## config.mk

```make
export PLATFORM = sky130hd
export DESIGN_NAME = decode_queue_flat
export DESIGN_NICKNAME = d
export VERILOG_FILES = /design/src/rtl/decode_queue_if.sv /design/src/rtl/decode_queue.sv /design/src/flat_wrapper.sv
export SDC_FILE = /design/constraint.sdc
export NUM_CORES = 1
export LEC_CHECK = 0
export CAP_MARGIN = 20
export CORE_MARGIN = 2
export CORE_UTILIZATION = 35
export CTS_CLUSTER_DIAMETER = 120
export CTS_CLUSTER_SIZE = 30
export DETAILED_ROUTE_END_ITERATION = 6
export HOLD_SLACK_MARGIN = 0.06
export PLACE_DENSITY = 0.64
export REMOVE_ABC_BUFFERS = 1
export SYNTH_ARGS = -nofsm -noshare
export SYNTH_HDL_FRONTEND = slang
export SYNTH_SLANG_ARGS = --single-unit
export TNS_END_PERCENT = 100
```

## constraint.sdc

```tcl
create_clock -name clk -period 2.9 [get_ports clk]
set_input_delay 0.725 -clock clk [delete_from_list [all_inputs] [get_ports clk]]
set_output_delay 0.725 -clock clk [all_outputs]
set_load 0.05 [all_outputs]
```

## src/rtl/decode_queue_if.sv

```systemverilog
// Fetch-side and decode-side signal bundle for the decode queue.
interface decode_queue_if #(
  parameter int DEPTH = 4
);
  logic                     in_valid;
  logic [7:0]               in_pc;
  logic [7:0]               in_instr;
  logic                     in_ready;
  logic                     flush;
  logic                     out_valid;
  logic                     out_ready;
  logic [7:0]               out_pc;
  logic [3:0]               out_op;
  logic [1:0]               out_rd;
  logic [1:0]               out_rs;
  logic                     out_is_alu;
  logic                     out_is_mem;
  logic                     out_is_branch;
  logic                     out_writes_rd;
  logic                     out_illegal;
  logic                     halted;
  logic [$clog2(DEPTH):0]   count;

  modport master (
    output in_valid, in_pc, in_instr, flush, out_ready,
    input  in_ready, out_valid, out_pc, out_op, out_rd, out_rs,
           out_is_alu, out_is_mem, out_is_branch, out_writes_rd,
           out_illegal, halted, count
  );

  modport slave (
    input  in_valid, in_pc, in_instr, flush, out_ready,
    output in_ready, out_valid, out_pc, out_op, out_rd, out_rs,
           out_is_alu, out_is_mem, out_is_branch, out_writes_rd,
           out_illegal, halted, count
  );
endinterface

```

## src/rtl/decode_queue.sv

```systemverilog
// Circular instruction queue between fetch and decode. Stores {pc, instr}
// pairs and decodes the head entry combinationally. Popping a HALT stops
// the queue until a flush.
module decode_queue #(
  parameter int DEPTH = 4
) (
  input logic           clk,
  input logic           rst_n,
  decode_queue_if.slave bus
);

  localparam int PTR_W = $clog2(DEPTH);
  localparam int CNT_W = PTR_W + 1;

  typedef enum logic {RUN, HALTED} state_t;

  state_t             state;
  state_t             state_nxt;
  logic [15:0]        mem [DEPTH];
  logic [PTR_W-1:0]   wr_ptr;
  logic [PTR_W-1:0]   rd_ptr;
  logic [CNT_W-1:0]   cnt;
  logic [15:0]        head;
  logic               halted;
  logic               in_rdy;
  logic               out_vld;
  logic               push;
  logic               pop;
  logic               halt_pop;

  assign head     = mem[rd_ptr];
  assign halted   = (state == HALTED);
  assign in_rdy   = (cnt != CNT_W'(DEPTH)) && !halted;
  assign out_vld  = (cnt != '0) && !halted;
  assign pop      = out_vld && bus.out_ready && !bus.flush;
  assign halt_pop = pop && (head[7:4] == 4'hF);
  // A push that coincides with popping HALT is dropped along with the queue.
  assign push     = bus.in_valid && in_rdy && !bus.flush && !halt_pop;

  assign bus.in_ready  = in_rdy;
  assign bus.out_valid = out_vld;
  assign bus.halted    = halted;
  assign bus.count     = cnt;

  // FSM state register.
  always_ff @(posedge clk or negedge rst_n) begin
    if (!rst_n) state <= RUN;
    else        state <= state_nxt;
  end

  // FSM next state: flush always returns to RUN, popping HALT stops the queue.
  always_comb begin
    state_nxt = state;
    if (bus.flush)                      state_nxt = RUN;
    else if (state == RUN && halt_pop)  state_nxt = HALTED;
  end

  // Pointer and occupancy update; flush and HALT both empty the queue.
  always_ff @(posedge clk or negedge rst_n) begin
    if (!rst_n) begin
      wr_ptr <= '0;
      rd_ptr <= '0;
      cnt    <= '0;
    end else if (bus.flush || halt_pop) begin
      rd_ptr <= wr_ptr;
      cnt    <= '0;
    end else begin
      if (push) wr_ptr <= wr_ptr + PTR_W'(1);
      if (pop)  rd_ptr <= rd_ptr + PTR_W'(1);
      case ({push, pop})
        2'b10:   cnt <= cnt + CNT_W'(1);
        2'b01:   cnt <= cnt - CNT_W'(1);
        default: cnt <= cnt;
      endcase
    end
  end

  // Entry storage, left unreset since it is never visible while empty.
  always_ff @(posedge clk) begin
    if (push) mem[wr_ptr] <= {bus.in_pc, bus.in_instr};
  end

  // Head-entry decode, zeroed whenever no valid entry is presented.
  always_comb begin
    bus.out_pc        = '0;
    bus.out_op        = '0;
    bus.out_rd        = '0;
    bus.out_rs        = '0;
    bus.out_is_alu    = 1'b0;
    bus.out_is_mem    = 1'b0;
    bus.out_is_branch = 1'b0;
    bus.out_writes_rd = 1'b0;
    bus.out_illegal   = 1'b0;
    if (out_vld) begin
      bus.out_pc = head[15:8];
      bus.out_op = head[7:4];
      bus.out_rd = head[3:2];
      bus.out_rs = head[1:0];
      case (head[7:4])
        4'h1, 4'h2, 4'h3, 4'h4, 4'h5: begin
          bus.out_is_alu    = 1'b1;
          bus.out_writes_rd = 1'b1;
        end
        4'h6: begin
          bus.out_is_mem    = 1'b1;
          bus.out_writes_rd = 1'b1;
        end
        4'h7:                                 bus.out_is_mem    = 1'b1;
        4'h8:                                 bus.out_is_branch = 1'b1;
        4'h9, 4'hA, 4'hB, 4'hC, 4'hD, 4'hE:   bus.out_illegal   = 1'b1;
        default: ;
      endcase
    end
  end

endmodule
```

## src/flat_wrapper.sv

```systemverilog
// flat-port wrapper written by rule: the top's interface ports become plain ports
module decode_queue_flat 
#(
  parameter int DEPTH = 4
)
  (clk, rst_n, bus_in_valid, bus_in_pc, bus_in_instr, bus_flush, bus_out_ready, bus_in_ready, bus_out_valid, bus_out_pc, bus_out_op, bus_out_rd, bus_out_rs, bus_out_is_alu, bus_out_is_mem, bus_out_is_branch, bus_out_writes_rd, bus_out_illegal, bus_halted, bus_count);
  decode_queue_if #(.DEPTH(DEPTH)) bus_i ();
  input logic clk;
  input logic rst_n;
  input wire logic [$bits(bus_i.in_valid)-1:0] bus_in_valid;
  input wire logic [$bits(bus_i.in_pc)-1:0] bus_in_pc;
  input wire logic [$bits(bus_i.in_instr)-1:0] bus_in_instr;
  input wire logic [$bits(bus_i.flush)-1:0] bus_flush;
  input wire logic [$bits(bus_i.out_ready)-1:0] bus_out_ready;
  output wire logic [$bits(bus_i.in_ready)-1:0] bus_in_ready;
  output wire logic [$bits(bus_i.out_valid)-1:0] bus_out_valid;
  output wire logic [$bits(bus_i.out_pc)-1:0] bus_out_pc;
  output wire logic [$bits(bus_i.out_op)-1:0] bus_out_op;
  output wire logic [$bits(bus_i.out_rd)-1:0] bus_out_rd;
  output wire logic [$bits(bus_i.out_rs)-1:0] bus_out_rs;
  output wire logic [$bits(bus_i.out_is_alu)-1:0] bus_out_is_alu;
  output wire logic [$bits(bus_i.out_is_mem)-1:0] bus_out_is_mem;
  output wire logic [$bits(bus_i.out_is_branch)-1:0] bus_out_is_branch;
  output wire logic [$bits(bus_i.out_writes_rd)-1:0] bus_out_writes_rd;
  output wire logic [$bits(bus_i.out_illegal)-1:0] bus_out_illegal;
  output wire logic [$bits(bus_i.halted)-1:0] bus_halted;
  output wire logic [$bits(bus_i.count)-1:0] bus_count;
  assign bus_i.in_valid = bus_in_valid;
  assign bus_i.in_pc = bus_in_pc;
  assign bus_i.in_instr = bus_in_instr;
  assign bus_i.flush = bus_flush;
  assign bus_i.out_ready = bus_out_ready;
  assign bus_in_ready = bus_i.in_ready;
  assign bus_out_valid = bus_i.out_valid;
  assign bus_out_pc = bus_i.out_pc;
  assign bus_out_op = bus_i.out_op;
  assign bus_out_rd = bus_i.out_rd;
  assign bus_out_rs = bus_i.out_rs;
  assign bus_out_is_alu = bus_i.out_is_alu;
  assign bus_out_is_mem = bus_i.out_is_mem;
  assign bus_out_is_branch = bus_i.out_is_branch;
  assign bus_out_writes_rd = bus_i.out_writes_rd;
  assign bus_out_illegal = bus_i.out_illegal;
  assign bus_halted = bus_i.halted;
  assign bus_count = bus_i.count;
  decode_queue #(.DEPTH(DEPTH)) u_core (.clk(clk), .rst_n(rst_n), .bus(bus_i));
endmodule
```

---- Word level (Yosys, flattened, before mapping) ----
Memories as Yosys holds them, arrays and structs flattened.
Index checks and enable logic that the tools add are counted.
word-level totals
  flip-flop bits (word level) ............. 8
  bits in writable memories ............... 64
  output and inout bits ................... 27
  memories ................................ 1
  input port bits ......................... 21
  word-level logic and storage cells ...... 73
memories
  memory      depth  width  read ports  clocked after Yosys merged registers in  wr ports  line                RTL
  u_core.mem  4      16     1           0                                        1         decode_queue.sv:19  logic [15:0] mem [DEPTH];
operators by class
  reductions and logical operators ........ 22
  eq/ne operators ......................... 18
  add/subtract/negate cells ............... 4
  muxes and demuxes ....................... 22
  bitwise operators ....................... 2
operators by type and width
  kind                   count
  $eq A4 B4 Y1 const B   8
  $eq A4 B3 Y1 const B   4
  $mux W1                14
  $reduce_or A6 Y1       2
  $logic_and A1 B1 Y1    9
  $eq A4 B2 Y1 const B   2
  $mux W2                4
  $mux W8                1
  $pmux W3 S2            1
  $reduce_bool A3 Y1     2
  $reduce_or A5 Y1       1
  $add A2 B1 Y2 const B  2
  $eq A4 B1 Y1 const B   1
  $mux W4                1
  $reduce_bool A2 Y1     2
  $add A3 B1 Y3 const B  1
  $logic_not A1 Y1       3
  $mux W3                1
  $ne A3 B3 Y1 const B   1
  $sub A3 B1 Y3 const B  1
  $eq A2 B1 Y1 const B   1
  $eq A2 B2 Y1 const B   1
  $not A1 Y1             2
  $reduce_and A2 Y1      1
  2 further kinds        2

---- Longest topological paths before layout ----
Gate-level depths: netlist (run 1).
  depth after elaboration ................. 10
  depth in mapped cells ................... 10
  mapped depth without buffers ............ 8

---- Worst setup path before layout (run 1) ----
OpenSTA, ideal clock, no wires.
  path kind ............................... register to output
  from .................................... reg u_core.rd_ptr[0]
  to ...................................... out bus_out_is_alu
  cell stages (with the launch flop) ...... 5
  path slack .............................. -390 ps
  required time ........................... 2175 ps
  data arrival time ....................... 2565 ps
  path buffers ............................ 1
  cell sequence ........................... dfrtp_1 -> buf_6 -> mux4_2 -> or3_1 -> nor3b_1
between the ends
  cells in the longest elaborated chain, start to end .. 5
  elaborated cells between the ends (all ways) .. 9
  classes of those cells .................. eq/ne (5); mux (2); reduce/logical (1); memory (1)
RTL lines
  element                               line                RTL
  from (decl)                           decode_queue.sv:21  logic [PTR_W-1:0] rd_ptr;
  from (signal assigned)                decode_queue.sv:65  rd_ptr <= wr_ptr;
  from (signal assigned)                decode_queue.sv:69  if (pop) rd_ptr <= rd_ptr + PTR_W'(1);
  $mem_v2 Z4 W16 (*)                    -
  $eq A4 B1 Y1 (tied with other cells)  decode_queue.sv:99  case (head[7:4])
  $reduce_or A5 Y1 (*)                  -
  $mux W1 (*)                           decode_queue.sv:99
  $mux W1 (*)                           decode_queue.sv:94  if (out_vld) begin
  to (decl)                             flat_wrapper.sv:21  output wire logic [$bits(bus_i.out_is_alu)-1:0] bus_out_is_alu;
Every way passes the cells marked *; elsewhere a longest branch is shown, timed or not.

---- Worst setup path after layout (run 1) ----
Same ends and word-level chain as after synthesis.

==> metrics.cfg, run 1 <==
[run_status]
status = finished, final reports clean

[floorplanning]
coreArea_sq_um = 8720
die_y_um = 98.6
initial_core_util_pct = 35.9
row_count = 34
io_pins = 48
dieWidth_um = 98.6
die_area_sq_um = 9720

[route]
finalWirelength_um = 6090
vias = 1866
vias_per_cell = 4.99
drc = 0
firstDrtPassIters = 4
wl_per_cell_um = 16.3
ant_nets = 0
drt_iter0_markers = 101

[place]
detailed_place_hpwl_um = 4060
io_buffers = 47
place_congestion = 0.798

[clock_network]
clk-insertion-delay-late_ns = 0.34
cts_tree = done
clkSlewWorstSetupHoldPaths_ns = 0.07
numCtsBuffers = 9
cts_sinks = 72
htree_levels = 3
cts_root_buffer = clkbuf_8
ctsHoldBuffers = 0
clock_path_buffers = 2

[critical_path]
crit_fanout = 5
critPathLaunchType = flip-flop
critPathSlowestCell = mux4_2
required_ns = 2.17
crit_chain = mux4_2 -> or3_4 -> nor3b_4 -> buf_12
criticalPathCategory = flip-flop to output pin
arrival_ns = 2.10
cpPeakStageDelay_ns = 0.54
cp-end-kind = output pin

[final_layout]
diodes = 0
num-fill-cells = 742
syn2layout_area_growth_pct = 32.5
drive_above_1_share_pct = 33.1
fin_nets = 287

[timing]
hold_viol_final = 0
fin_crit_sh_pct = 97.6
slew_violations = 0
setup-violations-final = 0
tightestPinTransition_ns = 0.679
min_period_ns = 2.83
slew_headroom_pct = 54.1
finalClockSkew_ns = 0.00829
clock.fmax_mhz = 353
rsz0062_at_grt = true
holdWs_ns = 0.585
finalSetupTns_ns = 0

[global_routing]
grt_pass1_wl_um = 9820
grt_pass1_vias = 1897
grt_overflow = 0
grt_max_degree = 16
track_usage_pct = 13.2
antenna_found_initial = 0

[worst_hold_path]
worstHoldPathType = flip-flop to flip-flop

[yosys]
synth.area.top_cells = edfxtp_1, mux4_2, dfrtp_1
synth_top_area_cell = edfxtp_1
synth_edf_count = 64
synthesis.area_sq_um = 3130
ys_seq_area_share_pct = 67.7
ys_warn_count = 0
synth_ff_type = edfxtp_1
ys_types = 38
yosysTopAreaCellShare_pct = 61.3
avgSynthCellArea_sq_um = 16.8
syn_inst = 187
async_flop_share_pct = 11.1
ys_seq_elements = 72

[job]
cap_violations = 0

[power_and_ir_drop]
powerDensity_nw_per_um2 = 1100
power_leakage_nw = 1.50
peakVddDrop_mv = 0.596
power_mw = 4.57

==> worst max-delay path: cells and delay by family, from the launching register on <==
family	cells	cell delay, ns
multiplexers	1	0.54
buffers and inverters	1	0.16
AND/OR/NAND/NOR	2	0.61
flip-flops	1	0.45
==> where the power goes <==
| group | total [mW] | leakage, nW | switching [mW] | internal, mW |
|---|---|---|---|---|
| sequential | 1.39 | 0.681 | 0.107 | 1.28 |
| combinational | 2.51 | 0.735 | 1.49 | 1.01 |
| clock | 0.680 | 0.0866 | 0.367 | 0.313 |
==> stage by stage <==
| stage | std cells | setup slack [ns] | cell area [sq um] | util [%] |
|---|---|---|---|---|
| finish | 374 | 0.0709 | 4150 | 47.6 |
| CTS | 372 | 0.0000553 | 4100 | 47.0 |
| global placement | 355 | -0.363 | 3910 | 44.8 |
| detailed placement | 355 | -0.407 | 3910 | 44.8 |
| global route | 374 | -0.0416 | 4150 | 47.6 |
| floorplan | 179 | -0.833 | 3090 | - |
==> flip-flops by register name, summed over array words and instances (netlist names) <==
name / cells
u_core.bus.count: 3
u_core.bus.halted: 1
u_core.mem: 64
u_core.rd_ptr: 2
u_core.wr_ptr: 2
==> cells by family after synthesis <==
family                   count (synthesis)  synth area share [%]
flip-flops                              72                  67.7
AND/OR/NAND/NOR                         51                  9.58
AO/OA/AOI/OAI                           25                  5.31
multiplexers                            17                  12.3
buffers and inverters                   15                  2.28
adder cells (fa/ha/maj)                  5                  2.24
XOR/XNOR                                 2                 0.559
==> cells in the final DEF, fill, tap and decap left out, types with 2 or more instances in the layout <==
master / count
clkdlybuf4s50_1: 25
mux4_2: 13
nand2_1: 5
nor2_1: 8
buf_4: 35
inv_1: 7
buf_6: 2
or3_4: 2
or3_1: 2
clkbuf_8: 9
a21oi_1: 5
edfxtp_1: 64
dfrtp_1: 7
mux4_1: 3
buf_12: 9
ha_1: 4
and2_1: 21
clkinv_2: 2
a31oi_1: 3
clkinv_4: 2
xnor2_1: 2
o21ai_0: 6
==> Yosys cell counts, types with 2 or more instances <==
library cell,instances
edfxtp_1,64
and2_1,21
mux4_2,12
nor2_1,10
dfrtp_1,8
inv_1,7
o21ai_0,7
a21oi_1,5
nand2_1,5
clkbuf_1,4
ha_1,4
mux4_1,4
or3_1,4
a31oi_1,3
buf_1,2
buf_6,2
nor3b_1,2
or3b_2,2
xnor2_1,2
==> worst paths after layout <==
check | cells after the start | from | slack (ns) | end
worst max-delay path | 4 | u_core.rd_ptr[0] | 0.07 | bus_out_is_alu
worst min register to register | 1 | u_core.wr_ptr[1] | 0.58 | u_core.rd_ptr[1]
worst min-delay path | 1 | u_core.wr_ptr[1] | 0.58 | u_core.rd_ptr[1]
max in group asynchronous | 1 | rst_n | 1.89 | u_core.rd_ptr[0]
min in group asynchronous | 1 | rst_n | 0.69 | u_core.bus.count[1]
worst max register to register | 9 | u_core.rd_ptr[0] | 0.27 | u_core.bus.count[2]
==> area by class of cell <==
cell class / count / area [sq um] / share of cell area, %
flip-flops and latches: 72 / 2120 / 51.1
clock buffers: 10 / 128 / 3.07
well taps: 108 / 135 / 3.25
inverters: 7 / 26.3 / 0.633
multi-input cells: 100 / 980 / 23.6
clock inverters: 6 / 43.8 / 1.05
repair buffers: 71 / 716 / 17.2
==> metal layers <==
layer,vias up,wire (um),global-route usage [%]
li1,877,-,-
met1,922,2670,16.7
met2,60,3050,21.9
met3,7,314,4.61
met4,0,56,3.48
met5,-,0,0
==> repair_timing <==
| action | in CTS | in global routing |
|---|---|---|
| pin swaps | 1 | 3 |
| setup endpoints to repair | 6 | 11 |
| gates resized for setup | 6 | 9 |
| cloned | 0 | 0 |
| buffers inserted | 1 | 2 |
(Power assumes the default switching activity.)
==> inputs of run 2 (changes only) <==
- GPL_ROUTABILITY_DRIVEN: not set -> 0
==> results of run 2 <==
No change in the layout: final DEF, timing and power equal those of run 1.
